==> src/rtl/dmem_arbiter.sv <==
// dmem_arbiter: two-master arbiter for the shared single-port 32x64k data memory.
// Round-robin between an idle start and bounded bursts, so neither master can starve
// the other. Effective address = base + offset (wraps at 32 bits). Load data comes
// back one cycle after the grant, flagged to the master that issued it.
// Optional feature: define DMEM_ARB_STATS_EN to add saturating per-master
// accepted-transfer counters (m0_count / m1_count).
module dmem_arbiter #(
  parameter int unsigned MAX_BURST = 4
) (
  input  logic        clk,
  input  logic        rst,
  input  logic        m0_valid,
  input  logic        m0_store,
  input  logic [31:0] m0_base,
  input  logic [31:0] m0_offset,
  input  logic [31:0] m0_data,
  output logic        m0_ready,
  output logic        m0_rvalid,
  output logic [31:0] m0_result,
  input  logic        m1_valid,
  input  logic        m1_store,
  input  logic [31:0] m1_base,
  input  logic [31:0] m1_offset,
  input  logic [31:0] m1_data,
  output logic        m1_ready,
  output logic        m1_rvalid,
  output logic [31:0] m1_result,
`ifdef DMEM_ARB_STATS_EN
  output logic [15:0] m0_count,
  output logic [15:0] m1_count,
`endif
  output logic [31:0] mem_A,
  output logic        mem_W,
  output logic [31:0] mem_D,
  input  logic [31:0] mem_Q
);

  typedef enum logic [1:0] {
    IDLE = 2'd0,
    OWN0 = 2'd1,
    OWN1 = 2'd2
  } state_t;

  localparam logic [3:0] BURST_LIMIT = 4'(MAX_BURST);

  state_t      state_reg, state_next;
  logic [3:0]  cnt_reg, cnt_next;
  logic        rr_reg, rr_next;
  logic [1:0]  rd_pend_reg, rd_pend_next;
  logic [1:0]  grant;
  logic [3:0]  cnt_inc;
  logic [31:0] addr0, addr1;

  assign addr0 = m0_base + m0_offset;
  assign addr1 = m1_base + m1_offset;

  // The burst count only matters up to the limit (cnt < limit is all that is
  // asked), so hold it there instead of letting a long solo stream wrap it
  // back below the limit and hand the owner extra grants.
  assign cnt_inc = (cnt_reg >= BURST_LIMIT) ? cnt_reg : cnt_reg + 4'd1;

  // Arbiter state register; reset discards any pending read return.
  always_ff @(posedge clk or negedge rst) begin
    if (!rst) begin
      state_reg   <= IDLE;
      cnt_reg     <= 4'd0;
      rr_reg      <= 1'b0;
      rd_pend_reg <= 2'b00;
    end else begin
      state_reg   <= state_next;
      cnt_reg     <= cnt_next;
      rr_reg      <= rr_next;
      rd_pend_reg <= rd_pend_next;
    end
  end

  // Grant selection from state and valids, plus next-state for owner/burst/pointer.
  always_comb begin
    grant        = 2'b00;
    state_next   = IDLE;
    cnt_next     = 4'd0;
    rr_next      = rr_reg;
    rd_pend_next = 2'b00;

    case (state_reg)
      OWN0: begin
        if (m0_valid && (!m1_valid || cnt_reg < BURST_LIMIT)) grant = 2'b01;
        else if (m1_valid)                                      grant = 2'b10;
      end
      OWN1: begin
        if (m1_valid && (!m0_valid || cnt_reg < BURST_LIMIT)) grant = 2'b10;
        else if (m0_valid)                                      grant = 2'b01;
      end
      default: begin
        if (m0_valid && m1_valid) grant = rr_reg ? 2'b10 : 2'b01;
        else                      grant = {m1_valid, m0_valid};
      end
    endcase

    // No handshakes complete while reset is held.
    if (!rst) grant = 2'b00;

    if (grant[0]) begin
      state_next      = OWN0;
      cnt_next        = (state_reg == OWN0) ? cnt_inc : 4'd1;
      rr_next         = 1'b1;
      rd_pend_next[0] = !m0_store;
    end else if (grant[1]) begin
      state_next      = OWN1;
      cnt_next        = (state_reg == OWN1) ? cnt_inc : 4'd1;
      rr_next         = 1'b0;
      rd_pend_next[1] = !m1_store;
    end
  end

  // Memory port drive; with no grant the address/data idle on master 0's fields.
  always_comb begin
    mem_A = addr0;
    mem_D = m0_data;
    mem_W = 1'b0;
    if (grant[1]) begin
      mem_A = addr1;
      mem_D = m1_data;
      mem_W = m1_store;
    end else if (grant[0]) begin
      mem_W = m0_store;
    end
  end

  assign m0_ready  = grant[0];
  assign m1_ready  = grant[1];
  assign m0_rvalid = rd_pend_reg[0];
  assign m1_rvalid = rd_pend_reg[1];
  assign m0_result = mem_Q;
  assign m1_result = mem_Q;

`ifdef DMEM_ARB_STATS_EN
  logic [15:0] stat_reg  [2];
  logic [15:0] stat_next [2];

  genvar gi;
  generate
    for (gi = 0; gi < 2; gi++) begin : g_stat
      assign stat_next[gi] = (grant[gi] && stat_reg[gi] != 16'hFFFF)
                             ? stat_reg[gi] + 16'd1 : stat_reg[gi];
    end
  endgenerate

  // Saturating accepted-transfer counters.
  always_ff @(posedge clk or negedge rst) begin
    if (!rst) begin
      stat_reg[0] <= 16'd0;
      stat_reg[1] <= 16'd0;
    end else begin
      stat_reg[0] <= stat_next[0];
      stat_reg[1] <= stat_next[1];
    end
  end

  assign m0_count = stat_reg[0];
  assign m1_count = stat_reg[1];
`endif

endmodule

==> config.mk <==
export PLATFORM = sky130hd
export DESIGN_NAME = dmem_arbiter
export DESIGN_NICKNAME = d
export VERILOG_FILES = /design/src/rtl/dmem_arbiter.sv
export SDC_FILE = /design/constraint.sdc
export NUM_CORES = 1
export LEC_CHECK = 0
export BUFFER_PORTS_ARGS = -buffer_cell sky130_fd_sc_hd__buf_2
export CAP_MARGIN = 0
export CORE_AREA = 2 2 140 142
export CTS_BUF_LIST = sky130_fd_sc_hd__clkbuf_4
export DETAILED_ROUTE_END_ITERATION = 7
export DIE_AREA = 0 0 142 144
export HOLD_SLACK_MARGIN = 0.06
export PLACE_DENSITY = 0.56
export REMOVE_ABC_BUFFERS = 1
export SYNTH_ARGS = -nofsm -noshare
export SYNTH_HDL_FRONTEND = slang
export SYNTH_SLANG_ARGS = --single-unit
==> constraint.sdc <==
create_clock -name clk -period 3.9 [get_ports clk]
set_input_delay 0.585 -clock clk [delete_from_list [all_inputs] [get_ports clk]]
set_output_delay 0.585 -clock clk [all_outputs]
set_load 0.005 [all_outputs]
==> impl_metrics.json <==
{
  "min_period_over_period": 0.963,
  "clock_tree.htree_level_count": 1,
  "timing.setup.tns_ns": 0,
  "grt_antenna_before_repair": 2,
  "die-width_um": 142,
  "grt_max_degree": 90,
  "path_cells": "buf_2 -> ha_1 -> a211oi_1 -> o21bai_1 -> a21oi_2 -> o31ai_4 -> a31oi_2 -> o21bai_1 -> a221o_1 -> a41o_1 -> o22ai_1 -> buf_2",
  "postCtsHoldBufs": 0,
  "firstDrtPassIters": 5,
  "unrepaired_setup_endpoints_after_global_routing": "true",
  "synth_seq_area_share": 0.0482,
  "mostFrequentLayoutCells": "266 x buf_2, 164 x nand2_1, 65 x a21oi_1",
  "max-slew-margin-rel": 0.658,
  "flow.area_growth_from_synthesis_pct": 28.5,
  "combPwrFrac": 0.858,
  "worst-slew-pin-transition_ns": 0.511,
  "final_cells": 1150,
  "post_cts.repair.setup_buffers": 0,
  "gp_congestion": 0.907,
  "die-height_um": 144,
  "reg2reg_depth": 9,
  "final_setup_fails": 0,
  "yosysWarnings": 0,
  "tritoncts": "yes",
  "cell_with_the_largest_stage_delay_on_the_worst_path": "a221o_1",
  "power.density_cell_area_nw_per_um2": 218,
  "syn-mean-instance-area_um2": 6.63,
  "grt_overflow": 0,
  "layout.filler_cells": 2123,
  "synth_seq_cells": 9,
  "port_buffers": 266,
  "mappedNetlistArea_um2": 4670,
  "finalCriticalPeriod_ns": 3.76,
  "slew_viol_final": 0,
  "post_route_cells_drive_above_1_share": 0.342,
  "status": "completed",
  "drt-wirelength-per-cell_um": 19.1,
  "core_area_um2": 19100,
  "numCtsBuffers": 3,
  "detail_route.drc_violations": 0,
  "dieArea_um2": 20400,
  "cts.clk_slew.worst_paths_ns": 0.06,
  "final_routed_wirelength_across_all_metal_layers_um": 21900,
  "clock_latency_late_sink_ns": 0.26,
  "io_pins": 363,
  "worst_hold_path_type": "primary input to asynchronous set/reset pin",
  "vdd.ir_drop.worst_mv": 0.0922,
  "grtUsageTotal": 0.198,
  "r2r_slack_ns": 1.63,
  "cell_internal_pwr_uw": 652,
  "final-seq-area_um2": 225,
  "layout.cells.most_common": "buf_2",
  "power_frac_clock": 0.056,
  "clock_skew_ns": 0.00214,
  "timing.rr.end": "cnt_reg[2]",
  "avgViaCountPerCell": 4.88,
  "maxCapViolCount": 0,
  "largest_reg_flops": 4,
  "slowest_delay_ns": 0.40,
  "synthArstFlopShare": 1.00,
  "worst-endpoint-arrival_ns": 3.17,
  "ant_nets": 0,
  "max-clock-path-buffers": 2,
  "proportion_of_power_drawn_by_flip_flops_and_latches": 0.087,
  "timing.final.hold_violations": 0,
  "grt_pass1_vias": 4977,
  "cp_data_required_time_ns": 3.31,
  "swShare": 0.501,
  "route.vias.total": 5609,
  "critical_path.endpoint_type": "primary output",
  "p_leak_uw": 0.00324,
  "worst_r2r_startpoint": "cnt_reg[2]",
  "wire_length_of_the_first_global_routing_pass_um": 30200,
  "cp_max_fo": 3,
  "initial_core_util": 0.245,
  "dominantRegCellSynth": "dfrtp_1",
  "numClockSinks": 9,
  "drt-initial-drc-count": 235,
  "power_switching_uw": 655,
  "holdWs_ns": 0.177,
  "hpwlAfterDp_um": 19600,
  "timing.critical_path.from_type": "primary input",
  "fin_util": 0.315,
  "cts-root-buf": "clkbuf_4",
  "dp.cells": 1145,
  "ys_types": 56,
  "synth-edff-count": 0,
  "achievable-frequency_mhz": 266,
  "footprint_of_the_multi_input_gates_um2": 3940,
  "total_power_uw": 1310,
  "nets": 1209,
  "crit_type": "primary input to primary output",
  "netlist_instances": 705,
  "rows": 51
}
## critical path: cells and delay by family
family	cells	cell delay [ns]
AO/OA/AOI/OAI	9	2.01
adder cells (fa/ha/maj)	1	0.31
buffers and inverters	2	0.26
## worst max path at each step
stage                     from        end  slack, ns  depth (start not counted)
floorplan             m0_valid  mem_A[31]      -1.48                          6
global placement    m1_base[0]  mem_A[30]      -0.10                         15
detailed placement  m1_base[0]  mem_A[30]      -0.13                         15
CTS                 m1_base[0]  mem_A[30]      0.004                         15
global route        m1_base[0]  mem_A[30]      -0.06                         15
finish              m1_base[1]  mem_A[31]       0.14                         12
## through the flow
stage	instance area [µm²]	worst slack (ns)
final	6010	0.143
after global routing	6010	-0.0550
after CTS	5920	0.00421
after detailed placement	5890	-0.128
after global placement	5890	-0.103
after floorplan	4130	-1.48
## layer usage
metal / part of all wire / vias to the layer above / GRT usage
met4: 0.023 / 4 / 0.0463
li1: - / 2842 / -
met5: 0.0050 / - / 0.0426
met2: 0.45 / 291 / 0.320
met1: 0.36 / 2448 / 0.207
met3: 0.17 / 24 / 0.140
## logic make-up (layout without fill, tap and decap cells)
kind of cell | count (synthesis) | after routing | share of synthesized area
and+or+nand+nor | 268 | 268 | 0.242
AOI/OAI and AO/OA | 210 | 210 | 0.293
buffers and inverters | 95 | 301 | 0.129
adders and majority gates | 67 | 67 | 0.183
xor gates and xnor gates | 54 | 54 | 0.101
DFF | 9 | 9 | 0.0482
muxes | 2 | 2 | 0.00428
other | 0 | 1 | 0
## synth_stat cells (3+ instances only)
library cell / n / area share
nand2_1: 164 / 0.13
a21oi_1: 69 / 0.074
ha_1: 65 / 0.17
buf_4: 64 / 0.10
nor2_1: 42 / 0.034
o21ai_0: 30 / 0.032
a21o_1: 27 / 0.043
xnor2_1: 27 / 0.051
xor2_1: 27 / 0.051
nand3_1: 17 / 0.018
o21ai_1: 17 / 0.018
inv_1: 15 / 0.012
clkbuf_1: 14 / 0.011
nor3_1: 13 / 0.014
o21bai_1: 12 / 0.019
dfrtp_1: 9 / 0.048
a211oi_1: 8 / 0.013
nand4_1: 7 / 0.0094
o21a_1: 7 / 0.011
a31oi_1: 5 / 0.0067
nand2b_1: 5 / 0.0067
nor2b_1: 4 / 0.0054
o31ai_1: 4 / 0.0064
or3_1: 4 / 0.0054
and3_1: 3 / 0.0040
nor4_1: 3 / 0.0040
o21ai_2: 3 / 0.0056
## power groups by stage
stage,clock (µW),sequential [µW],combinational [µW]
after detailed placement,0,115,1100
after CTS,76.0,113,1110
after floorplan,0,113,674
after global routing,81.0,114,1260
final,72.9,113,1120
after global placement,0,115,1100
## repair_timing
action	4_1_cts	5_1_grt
setup endpoints to repair	3	11
gates resized for setup	2	15
pin swaps	0	15
cloned	0	0
## area by class of cell
| cell class | count | area share |
|---|---|---|
| multi-input cells | 601 | 0.655 |
| well taps | 238 | 0.0496 |
| inverters | 15 | 0.00937 |
| clock buffers | 3 | 0.00375 |
| repair buffers | 282 | 0.244 |
| diodes | 1 | 0.000416 |
| clock inverters | 1 | 0.000833 |
| flip-flops and latches | 9 | 0.0375 |
No activity file was read; power rests on OpenSTA's default activity.
